===== src/rtl/uart_pkg.sv =====
// uart_pkg: shared definitions for the UART blocks.
//   - parity mode encodings carried on i_Parity_Mode
//   - transmitter state encoding
//   - parity_bit(): parity helper shared by the TX and (future) RX blocks
package uart_pkg;

  localparam logic [1:0] PAR_NONE = 2'b00;
  localparam logic [1:0] PAR_ODD  = 2'b01;
  localparam logic [1:0] PAR_EVEN = 2'b10;
  localparam logic [1:0] PAR_MARK = 2'b11;

  // Widest data word any UART block supports; narrower words are zero-extended,
  // which leaves their XOR reduction unchanged.
  localparam int PAR_MAX_BITS = 9;

  typedef enum logic [2:0] {
    ST_IDLE   = 3'd0,
    ST_START  = 3'd1,
    ST_DATA   = 3'd2,
    ST_PARITY = 3'd3,
    ST_STOP   = 3'd4
  } tx_state_e;

  // Parity bit for a zero-extended data word under the given mode.
  function automatic logic parity_bit(input logic [PAR_MAX_BITS-1:0] data,
                                      input logic [1:0]              mode);
    logic p;
    case (mode)
      PAR_ODD:  p = ~^data;
      PAR_EVEN: p = ^data;
      PAR_MARK: p = 1'b1;
      default:  p = 1'b0;
    endcase
    return p;
  endfunction

endpackage


===== src/rtl/uart_baud_cnt.sv =====
// uart_baud_cnt: bit-period timer shared by the UART TX and RX blocks.
// Counts 0..CLKS_PER_BIT-1 and flags the last cycle of every bit period.
// Ports:
//   clk       in  clock
//   reset_n   in  asynchronous active-low reset
//   i_Clear   in  hold the count at 0 (next bit period starts at count 0)
//   o_Bit_End out high during the last cycle of each bit period (registered)
module uart_baud_cnt #(
  parameter int CLKS_PER_BIT = 16
) (
  input  logic clk,
  input  logic reset_n,
  input  logic i_Clear,
  output logic o_Bit_End
);

  localparam int CNT_W = (CLKS_PER_BIT > 1) ? $clog2(CLKS_PER_BIT) : 1;
  localparam logic [CNT_W-1:0] LAST_CNT = CNT_W'(CLKS_PER_BIT - 1);

  logic [CNT_W-1:0] cnt_r;
  logic [CNT_W-1:0] cnt_s;
  logic             bit_end_r;

  // Next count: clear, wrap at terminal count, or increment.
  always_comb begin
    cnt_s = cnt_r;
    if (i_Clear) begin
      cnt_s = '0;
    end else if (cnt_r == LAST_CNT) begin
      cnt_s = '0;
    end else begin
      cnt_s = cnt_r + 1'b1;
    end
  end

  // Count register; bit_end is registered by decoding the next count so it
  // lines up with the cycle in which cnt_r sits at terminal count.
  always_ff @(posedge clk or negedge reset_n) begin
    if (!reset_n) begin
      cnt_r     <= '0;
      bit_end_r <= 1'b0;
    end else begin
      cnt_r     <= cnt_s;
      bit_end_r <= (cnt_s == LAST_CNT);
    end
  end

  assign o_Bit_End = bit_end_r;

endmodule


===== src/rtl/uart_tx_param.sv =====
// uart_tx_param: parametrised UART transmitter with valid/ready word handshake.
// Frame: start(0), DATA_BITS data LSB first, optional parity, STOP_BITS stop(1).
// Ports:
//   clk           in  clock
//   reset_n       in  asynchronous active-low reset
//   i_Tx_Byte     in  data word, bit 0 sent first
//   i_Tx_Valid    in  word available
//   i_Parity_Mode in  00 none, 01 odd, 10 even, 11 mark
//   o_Tx_Ready    out block accepts a word this cycle
//   o_Tx_Active   out a frame is on the line
//   o_Tx_Done     out one-cycle pulse when a frame completes
//   o_Tx_Data     out serial line, idles high
module uart_tx_param
  import uart_pkg::*;
#(
  parameter int CLKS_PER_BIT = 16,
  parameter int DATA_BITS    = 8,
  parameter int STOP_BITS    = 1
) (
  input  logic                 clk,
  input  logic                 reset_n,
  input  logic [DATA_BITS-1:0] i_Tx_Byte,
  input  logic                 i_Tx_Valid,
  input  logic [1:0]           i_Parity_Mode,
  output logic                 o_Tx_Ready,
  output logic                 o_Tx_Active,
  output logic                 o_Tx_Done,
  output logic                 o_Tx_Data
);

  localparam int IDX_W = $clog2(DATA_BITS + 1);
  localparam logic [IDX_W-1:0] LAST_IDX  = IDX_W'(DATA_BITS - 1);
  localparam logic             LAST_STOP = (STOP_BITS == 2) ? 1'b1 : 1'b0;

  tx_state_e              state_r, state_s;
  logic [DATA_BITS-1:0]   shift_r, shift_s;
  logic [IDX_W-1:0]       idx_r, idx_s;
  logic                   stop_cnt_r, stop_cnt_s;
  logic                   par_en_r, par_en_s;
  logic                   par_bit_r, par_bit_s;
  logic                   tx_data_r, tx_data_s;
  logic                   ready_r, ready_s;
  logic                   active_r, active_s;
  logic                   done_r, done_s;
  logic [PAR_MAX_BITS-1:0] word_ext_s;
  logic                   clear_s;
  logic                   bit_end_s;

  // Baud timer is held at 0 while idle, so the first start-bit cycle after
  // the accept edge is count 0.
  assign clear_s = (state_r == ST_IDLE);

  uart_baud_cnt #(
    .CLKS_PER_BIT(CLKS_PER_BIT)
  ) u_baud_cnt (
    .clk      (clk),
    .reset_n  (reset_n),
    .i_Clear  (clear_s),
    .o_Bit_End(bit_end_s)
  );

  // Zero-extend the incoming word for the shared parity helper.
  always_comb begin
    word_ext_s                = '0;
    word_ext_s[DATA_BITS-1:0] = i_Tx_Byte;
  end

  // Next-state and next-output logic for the transmit FSM.
  always_comb begin
    state_s    = state_r;
    shift_s    = shift_r;
    idx_s      = idx_r;
    stop_cnt_s = stop_cnt_r;
    par_en_s   = par_en_r;
    par_bit_s  = par_bit_r;
    tx_data_s  = tx_data_r;
    ready_s    = ready_r;
    active_s   = active_r;
    done_s     = 1'b0;

    case (state_r)
      ST_IDLE: begin
        tx_data_s = 1'b1;
        ready_s   = 1'b1;
        active_s  = 1'b0;
        if (i_Tx_Valid && ready_r) begin
          // Word and parity mode are captured here; the frame never looks
          // at the inputs again.
          state_s    = ST_START;
          tx_data_s  = 1'b0;
          ready_s    = 1'b0;
          active_s   = 1'b1;
          shift_s    = i_Tx_Byte;
          idx_s      = '0;
          stop_cnt_s = 1'b0;
          par_en_s   = (i_Parity_Mode != PAR_NONE);
          par_bit_s  = parity_bit(word_ext_s, i_Parity_Mode);
        end else begin
          state_s = ST_IDLE;
        end
      end

      ST_START: begin
        if (bit_end_s) begin
          state_s   = ST_DATA;
          tx_data_s = shift_r[0];
          shift_s   = shift_r >> 1;
          idx_s     = '0;
        end else begin
          state_s = ST_START;
        end
      end

      ST_DATA: begin
        if (bit_end_s) begin
          if (idx_r == LAST_IDX) begin
            if (par_en_r) begin
              state_s   = ST_PARITY;
              tx_data_s = par_bit_r;
            end else begin
              state_s    = ST_STOP;
              tx_data_s  = 1'b1;
              stop_cnt_s = 1'b0;
            end
          end else begin
            tx_data_s = shift_r[0];
            shift_s   = shift_r >> 1;
            idx_s     = idx_r + 1'b1;
          end
        end else begin
          state_s = ST_DATA;
        end
      end

      ST_PARITY: begin
        if (bit_end_s) begin
          state_s    = ST_STOP;
          tx_data_s  = 1'b1;
          stop_cnt_s = 1'b0;
        end else begin
          state_s = ST_PARITY;
        end
      end

      ST_STOP: begin
        tx_data_s = 1'b1;
        if (bit_end_s) begin
          if (stop_cnt_r == LAST_STOP) begin
            state_s  = ST_IDLE;
            done_s   = 1'b1;
            ready_s  = 1'b1;
            active_s = 1'b0;
          end else begin
            stop_cnt_s = stop_cnt_r + 1'b1;
          end
        end else begin
          state_s = ST_STOP;
        end
      end

      default: begin
        state_s   = ST_IDLE;
        tx_data_s = 1'b1;
        ready_s   = 1'b1;
        active_s  = 1'b0;
      end
    endcase
  end

  // State, datapath and output registers.
  always_ff @(posedge clk or negedge reset_n) begin
    if (!reset_n) begin
      state_r    <= ST_IDLE;
      shift_r    <= '0;
      idx_r      <= '0;
      stop_cnt_r <= 1'b0;
      par_en_r   <= 1'b0;
      par_bit_r  <= 1'b0;
      tx_data_r  <= 1'b1;
      ready_r    <= 1'b1;
      active_r   <= 1'b0;
      done_r     <= 1'b0;
    end else begin
      state_r    <= state_s;
      shift_r    <= shift_s;
      idx_r      <= idx_s;
      stop_cnt_r <= stop_cnt_s;
      par_en_r   <= par_en_s;
      par_bit_r  <= par_bit_s;
      tx_data_r  <= tx_data_s;
      ready_r    <= ready_s;
      active_r   <= active_s;
      done_r     <= done_s;
    end
  end

  assign o_Tx_Data   = tx_data_r;
  assign o_Tx_Ready  = ready_r;
  assign o_Tx_Active = active_r;
  assign o_Tx_Done   = done_r;

endmodule


===== config.mk =====
export PLATFORM = sky130hd
export DESIGN_NAME = uart_tx_param
export DESIGN_NICKNAME = d
export VERILOG_FILES = /design/src/rtl/uart_pkg.sv /design/src/rtl/uart_baud_cnt.sv /design/src/rtl/uart_tx_param.sv
export SDC_FILE = /design/constraint.sdc
export NUM_CORES = 1
export LEC_CHECK = 0
export CAP_MARGIN = 20
export CORE_ASPECT_RATIO = 2
export CORE_UTILIZATION = 50
export DETAILED_ROUTE_END_ITERATION = 7
export PLACE_DENSITY = 0.73
export SLEW_MARGIN = 0
export SYNTH_ARGS = -nofsm -noshare
export SYNTH_HDL_FRONTEND = slang
export SYNTH_SLANG_ARGS = --single-unit

===== constraint.sdc =====
create_clock -name clk -period 4.2 [get_ports clk]
set_input_delay 0.63 -clock clk [delete_from_list [all_inputs] [get_ports clk]]
set_output_delay 0.63 -clock clk [all_outputs]
set_load 0.01 [all_outputs]

* Word level (Yosys, flattened, before mapping)
Cells that the tools add are included.
Cells by class: $add $sub $neg 3, equal/unequal tests 21, muxes and demuxes 47, bitwise logic cells 1, reduce and logical (&&, ||, !) cells 14
Operator list (count):
- two-way mux 8 bit | 4
- two-way mux 4 bit | 6
- one-hot mux 8 bit (3 select lines) | 1
- two-way mux 1 bit | 22
- two-way mux 3 bit | 6
- one-hot mux 3 bit (5 select lines) | 1
- one-hot mux 4 bit (3 select lines) | 1
- != test 2 x 1 -> 1 bit (second input constant) | 5
- one-hot mux 1 bit (3 select lines) | 3
- XNOR reduction 9 bit | 1
- XOR reduction 9 bit | 1
- adder 4 x 1 -> 4 bit (second input constant) | 2
- equality test 4 bit (second input constant) | 2
- != test 2 bit (second input constant) | 4
- one-hot mux 1 bit (4 select lines) | 2
- AND reduction 7 bit | 1
- equality test 3 x 2 -> 1 bit (second input constant) | 2
- != test 3 bit (second input constant) | 2
- AND reduction 3 bit | 2
- AND reduction 5 bit | 1
- equality test 2 bit (second input constant) | 2
- equality test 4 x 3 -> 1 bit (second input constant) | 1
- AND reduction 2 bit | 2
- nonzero test 4 bit | 1
- 11 further kinds | 11
Word-level totals: flip-flop bits (word level) 27, bits of input ports 13, word-level logic and storage cells 98

* Longest topological paths before layout
Gate-level depths: netlist of run 1.
depth in word-level cells 4, gate-level depth with buffers 8, depth with buffers taken out 6

* Hierarchy
Synthesis of run 1 repeated with hierarchy kept, for this count alone.
Second synthesis, totals: cells, all modules 135, area, all modules 1351.3 µm²
By module, submodules not included:
- uart_tx_param | times used 1, cells each 119, area each 1146.1 µm²
- uart_baud_cnt | times used 1, cells each 16, area each 205.2 µm²

* Worst setup path before layout of run 1
OpenSTA, ideal clock, no wires.
path kind register -> register, start reg idx_r[0], end reg idx_r[0], library setup time 125 ps, arrival 1513 ps, data required time 4075 ps, slack 2562 ps, stages on the path, launching flop included 7, clock period less this slack 1638 ps, cells stage by stage dfrtp_1 > ha_1 > nand3b_1 > nor2_1 > or3_1 > buf_6 > mux2_2
Between the ends: cells in the longest elaborated chain, start to end 4, elaborated cells on any way between the ends 7, those cells by class add/sub: 1; eq/ne: 2; mux: 3; reduce/logical: 1
RTL lines:
- start: declaration | line uart_tx_param.sv:37 | logic [IDX_W-1:0] idx_r, idx_s;
- start signal: assignment | line uart_tx_param.sv:186 | idx_r <= idx_s;
- adder 4 x 1 -> 4 bit | line uart_tx_param.sv:128 | idx_s = idx_r + 1'b1;
- two-way mux 4 bit | line uart_tx_param.sv:116 | if (idx_r == LAST_IDX) begin
- two-way mux 4 bit | line uart_tx_param.sv:115 | if (bit_end_s) begin
- one-hot mux 4 bit (3 select lines) | line uart_tx_param.sv:81 | case (state_r)
Several ways; a longest one is shown, not always the timed one. The select of a mux whose other input is x is not followed. A chain may end at the register's enable or synchronous reset.

* Worst setup path after layout of run 1
start in i_Tx_Valid, end reg idx_r[0]
Between the ends: cells in the longest elaborated chain, start to end 3
RTL lines:
- start: declaration | line uart_tx_param.sv:23 | input logic i_Tx_Valid,
- logical AND 1 bit | line uart_tx_param.sv:86 | if (i_Tx_Valid && ready_r) begin
- != test 2 x 1 -> 1 bit (no source line)
- AND reduction 5 bit (no source line)
Every way passes these cells.

==> results of run 1 <==
[synthesized netlist by cell type (2+ instances only)]
| cell type | count |
|---|---|
| a211oi_1 | 2 |
| a21oi_1 | 7 |
| a22o_1 | 2 |
| and3_1 | 3 |
| buf_6 | 4 |
| dfrtp_1 | 24 |
| dfstp_2 | 2 |
| ha_1 | 2 |
| inv_1 | 3 |
| mux2_2 | 2 |
| mux2i_1 | 8 |
| nand2_1 | 16 |
| nand2b_1 | 2 |
| nand3_1 | 5 |
| nand3b_1 | 3 |
| nor2_1 | 3 |
| nor2b_1 | 2 |
| nor3_1 | 3 |
| nor4_1 | 2 |
| o21ai_0 | 12 |
| o21ai_1 | 2 |
| o21ai_2 | 2 |
| xnor2_1 | 8 |
[report_power, final]
| part | leakage (nW) | total (mW) | internal [mW] | switching [mW] |
|---|---|---|---|---|
| logic | 0.352 | 0.0378 | 0.0222 | 0.0156 |
| clock network | 0.0228 | 0.144 | 0.0679 | 0.0765 |
| registers | 0.331 | 0.250 | 0.250 | 0 |
[per-stage QoR]
| step | instance area [µm²] | setup WS (ps) | std cells |
|---|---|---|---|
| 6_report | 1570 | 2130 | 174 |
| 5_1_grt | 1570 | 2020 | 174 |
| 4_1_cts | 1540 | 2130 | 173 |
| 2_1_floorplan | 1350 | 2560 | 131 |
| 3_3_place_gp | 1500 | 1880 | 169 |
| 3_5_place_dp | 1500 | 1850 | 169 |
[worst min-delay path: stages, from the launching register on]
cell and delay [ps]:
dfrtp_1 350, nand2_1 60, o21ai_2 50
[per-layer routing]
metal  vias to the layer above  routed length, µm
li1                        497                  -
met2                        15               1490
met4                         0                 32
met3                         4                 65
met1                       485                962
met5                         -                  0
[logic make-up after synthesis]
family                     share of synthesized area (%)
and+or+nand+nor                                     17.2
AOI/OAI and AO/OA                                   14.0
DFF                                                 48.2
muxes                                               7.58
xor gates and xnor gates                            6.38
buffers and inverters                               4.80
adders and majority gates                           1.85
[final timing paths]
path	start	endpoint	cells after the start	slack, ps
worst max-delay path	i_Tx_Valid	idx_r[0]	4	2130
worst min-delay path	shift_r[4]	shift_r[4]	2	480
worst max register to register	state_r[1]	shift_r[1]	4	2160
worst min register to register	shift_r[4]	shift_r[4]	2	480
max in group asynchronous	reset_n	o_Tx_Data	2	3060
min in group asynchronous	reset_n	o_Tx_Done	1	630
[state kept, by name (all words and copies together) (netlist names)]
register,flops
par_en_r,1
o_Tx_Data,1
idx_r,4
u_baud_cnt.cnt_r,4
o_Tx_Done,1
shift_r,8
par_bit_r,1
o_Tx_Ready,1
state_r,3
o_Tx_Active,1
u_baud_cnt.o_Bit_End,1
[cell type report]
| type | count | area [µm²] | share of cell area (%) |
|---|---|---|---|
| flip-flops and latches | 26 | 653 | 41.7 |
| multi-input cells | 96 | 636 | 40.5 |
| repair buffers | 17 | 188 | 12.0 |
| clock buffers | 4 | 45.0 | 2.87 |
| well taps | 28 | 35.0 | 2.23 |
| inverters | 3 | 11.3 | 0.718 |
[layout by cell type (no fill, tap or decap), types with 5 or more instances in the layout]
master	instances
xnor2_1	8
nand2_1	16
clkdlybuf4s50_1	16
mux2i_1	8
a21oi_1	7
o21ai_0	12
nand3_1	5
dfrtp_1	24
==> impl_metrics.toml, run 1 <==
[run_status]
status = "finished, final reports clean"

[synth]
syn-num-nets = 146
synthArstFlopShare_pct = 100
postSynthCellCount = 131
yosysWarnings = 0
ys_seq_area_share_pct = 48.2
synth.top_cell.area_share_pct = 44.4
synth-seq-cells = 26
synth_area_leader_cell = "dfrtp_1"
synth_area_mm2 = 0.00135
synth_area_leaders = "dfrtp_1 44%, mux2i_1 5.9%, xnor2_1 5.2%"
synth_cell_types = 35
synth_edf_count = 0
synth_area_per_cell_um2 = 10.3
ys.flop_type = "dfrtp_1"

[setup_path]
cp.buffers_inverters = 1
cp_cell_sequence = "clkdlybuf4s50_1, a32oi_1, or3_1, mux2_2"
cp_max_fo = 18
worstSetupStartpointType = "input port"
endpoint_kind = "flop"
critPathMaxStageDelay_ps = 580
worstPathArrival_ps = 2230
worst_ep_required_time_ps = 4360
path_class = "in2reg"
crit_slowest_cell = "or3_1"
cp_top_family = "simple AND/OR/NAND/NOR gates"

[cts]
clk-insertion-delay-late_ps = 270
clk_pin_slew_ps = 90
cts_tree = "built"
root_buffer = "clkbuf_8"
post_cts_buffers = 0
ctsResizeCount = 0
cts_buffers = 3
cts.path.max_buffers = 2
cts.sinks = 26
ctsHtreeMaxLevel = 1
ctsHoldBuffers = 0

[global_route]
use_met1_pct = 20.9
gr-total-overflow = 0
grt_pass1_vias = 1056
grt_max_degree = 27
grt_pass1_wl_um = 4330
use_met3_pct = 3.79
grt.met2_usage_pct = 40.2
grt_most_used_layer = "met2"
antenna_found_initial = 0
grtUsageTotal_pct = 21.0

[hold_path]
hp-class = "reg2reg"

[timing]
period_minus_slack_ps = 2070
fin_hold_ws_ps = 481
period_share_pct = 49.2
relSlewSlack_pct = 43.6
max_freq_mhz = 484
worstMarginPinSlew_ps = 844
rsz0062_at_grt = "false"
tns_ps = 0
final-hold-violation-count = 0
maxSlewViolCount = 0
setup_viol = 0
fin_worst_skew_ps = 4.28

[layout]
fin_nets = 162
diodes = 0
drive_above_1_share_pct = 8.22
syn2layout_area_growth_pct = 15.8
final.fill_count = 229
fin_util_pct = 61.0

[route]
wl_per_cell_um = 14.6
drt-total-wl_um = 2550
ant_nets = 0
dr.pass1.iters = 4
num_vias = 1001
via_per_inst = 5.75
drt_iter0_markers = 34
drcViolationCount = 0

[job]
max_cap_violations = 0

[placement]
io_buffers = 16
place.gp.congestion = 0.761
dpl.hpwl_um = 1940

[power]
total_power_uw = 432
p_leak_nw = 0.706
ir_worst_vdd_mv = 0.206
power_density_mw_per_mm2 = 276

[die]
ios = 17
die_w_um = 38.8
core_mm2 = 0.00257
num_rows = 26
initial_core_util_pct = 52.7
fp.dieH_um = 75.6
die-area_mm2 = 0.00293
Note: power is estimated with default switching activity, not from simulation.
==> run 2, diff against run 1 <==
- clock period: 4.2 -> 1.92 ns (I/O delays scaled with it)
==> run 2 against run 1 <==
Global-route usage is 1.1 points lower. Non-clock buffer count rose by 4. Final cell count up 2.3%. Hold slack worse by 98 ps. Die area stayed put. Clock skew decreased by 3.1 ps. Via count is 1.4% higher. Count of clock-buffer cells in the layout stayed put. Combinational power rose by 100%. Critical path depth increased by 3. Sequential power grew 120%.
==> impl_metrics.toml, run 2 (synthesis results as in run 1) <==
[run_status]
status = "finished, final reports clean"

[die]
die_w_um = 38.8
die-area_mm2 = 0.00293
initial_core_util_pct = 52.7
fp.dieH_um = 75.6
ios = 17
core_mm2 = 0.00257
num_rows = 26

[timing]
setup_viol = 0
final-hold-violation-count = 0
rsz0062_at_grt = "false"
worstMarginPinSlew_ps = 363
maxSlewViolCount = 0
fin_worst_skew_ps = 1.17
max_freq_mhz = 560
tns_ps = 0
period_share_pct = 93.0
period_minus_slack_ps = 1790
relSlewSlack_pct = 75.6

[setup_path]
critPathMaxStageDelay_ps = 410
endpoint_kind = "flop"
cp_cell_sequence = "ha_1, nand3b_1, nor2_1, or3_1, buf_4, nand2_1, o21ai_0"
cp_max_fo = 16
path_class = "reg2reg"
crit_slowest_cell = "dfrtp_1"
r2r_setup_slack_ps = 130
worstSetupStartpointType = "flop"
worst_ep_required_time_ps = 2070
rr_startpoint = "idx_r[0]"
reg2regPathDepth = 7
worstPathArrival_ps = 1930
reg2reg_to = "shift_r[2]"

[power]
comb_power_share_pct = 8.2
ir_worst_vdd_mv = 0.501
power_density_mw_per_mm2 = 594
seq_power_share_pct = 58.3
power.internal_uw = 740
p_switching_uw = 198
clkPwrFrac_pct = 33.5
p_leak_nw = 0.717
swShare_pct = 21.1

[global_route]
antenna_found_initial = 0
grt_max_degree = 27
grt_pass1_vias = 997
gr-total-overflow = 0
grtUsageTotal_pct = 19.8
grt_pass1_wl_um = 4210

[layout]
final_common_cell = "dfrtp_1"
syn2layout_area_growth_pct = 16.6
finalNonFillerCells = 178
top_register = "shift_r"
fin_area_mm2 = 0.00158
fin_nets = 166
layout_common_cells = "23 x dfrtp_1, 16 x nand2_1, 16 x clkdlybuf4s50_1"
diodes = 0
top_regs = "shift_r: 8 flops, idx_r: 4 flops, u_baud_cnt.cnt_r: 4 flops"
largest_reg_flops = 8
drive_above_1_share_pct = 11.3

[route]
via_per_inst = 5.70
wl_per_cell_um = 14.1
drt_iter0_markers = 16
num_vias = 1015
ant_nets = 0
dr.pass1.iters = 4
drcViolationCount = 0
drt-total-wl_um = 2510

[cts]
ctsHtreeMaxLevel = 1
clk-insertion-delay-late_ps = 270
cts_tree = "built"
clk_pin_slew_ps = 90
cts.path.max_buffers = 2
cts_buffers = 3
post_cts_buffers = 0
root_buffer = "clkbuf_8"
cts.sinks = 26

[placement]
dpl_cell_area_mm2 = 0.00153
dpl.hpwl_um = 1870
dp.cells = 174
io_buffers = 16
place.gp.congestion = 0.807

[hold_path]
hp-class = "in2async"

[job]
max_cap_violations = 0
[run 2: cell count changes in the layout (fill, tap and decap cells not counted), sizes merged]
cell / previous run / this run
buf: 1 / 5
[run 2: area by class of cell]
type,count,area [µm²]
Sequential cell,26,654
Fill cell,211,991
Tap cell,28,35.0
Inverter,3,11.3
Multi-Input combinational cell,96,636
Clock buffer,4,45.0
Timing Repair Buffer,21,198
[run 2: worst max-delay path, delay by kind of cell (launching register included)]
| family | cells | cell delay [ps] |
|---|---|---|
| flip-flops | 1 | 410 |
| adder cells (fa/ha/maj) | 1 | 250 |
| AO/OA/AOI/OAI | 1 | 80 |
| buffers and inverters | 1 | 210 |
| AND/OR/NAND/NOR | 4 | 720 |
[run 2: power groups by stage]
stage          sequential [mW]  clock [mW]  combinational, mW
2_1_floorplan            0.558           0             0.0320
3_3_place_gp             0.558           0             0.0778
3_5_place_dp             0.558           0             0.0790
4_1_cts                  0.547       0.323             0.0795
5_1_grt                  0.547       0.346             0.0836
6_report                 0.547       0.314             0.0769
[run 2: routing by layer]
metal / global-route usage (%) / part of all wire, % / wire length [µm]
met1: 25.5 / 43 / 1090
met2: 32.6 / 54 / 1350
met3: 2.62 / 1.8 / 45
met4: 8.43 / 1.3 / 32
met5: 0 / 0 / 0
[run 2: how the worst max path moves through the flow]
stage / from / to / cells after the start
after floorplan: idx_r[0] / idx_r[0] / 6
after global placement: i_Tx_Valid / shift_r[7] / 6
after detailed placement: i_Tx_Valid / shift_r[2] / 5
after CTS: idx_r[0] / shift_r[2] / 7
after global routing: idx_r[0] / shift_r[2] / 6
final: idx_r[0] / shift_r[2] / 7
[run 2: metrics by stage]
| step | utilization, % | power, mW | hold WS (ps) | setup slack [ps] |
|---|---|---|---|---|
| detailed placement | 59.6 | 0.637 | 468 | 75.4 |
| finish | 61.4 | 0.938 | 383 | 134 |
| global route | 61.4 | 0.977 | 424 | 12.5 |
| floorplan | - | 0.590 | -7.59 | 282 |
| global placement | 59.6 | 0.636 | 461 | 144 |
| CTS | 61.4 | 0.950 | 401 | 123 |
[run 2: timing repair]
item / 4_1_cts / 5_1_grt
endpoints found under the hold margin: 0 / 0
gates resized for setup: 0 / 1
hold buffers: 0 / 0
endpoints found under the setup margin: 0 / 1
==> run 3, diff against run 2 <==
- HOLD_SLACK_MARGIN: not set -> 0.08
==> results of run 3 <==
Final layout, timing and power as in run 2 (identical DEF).
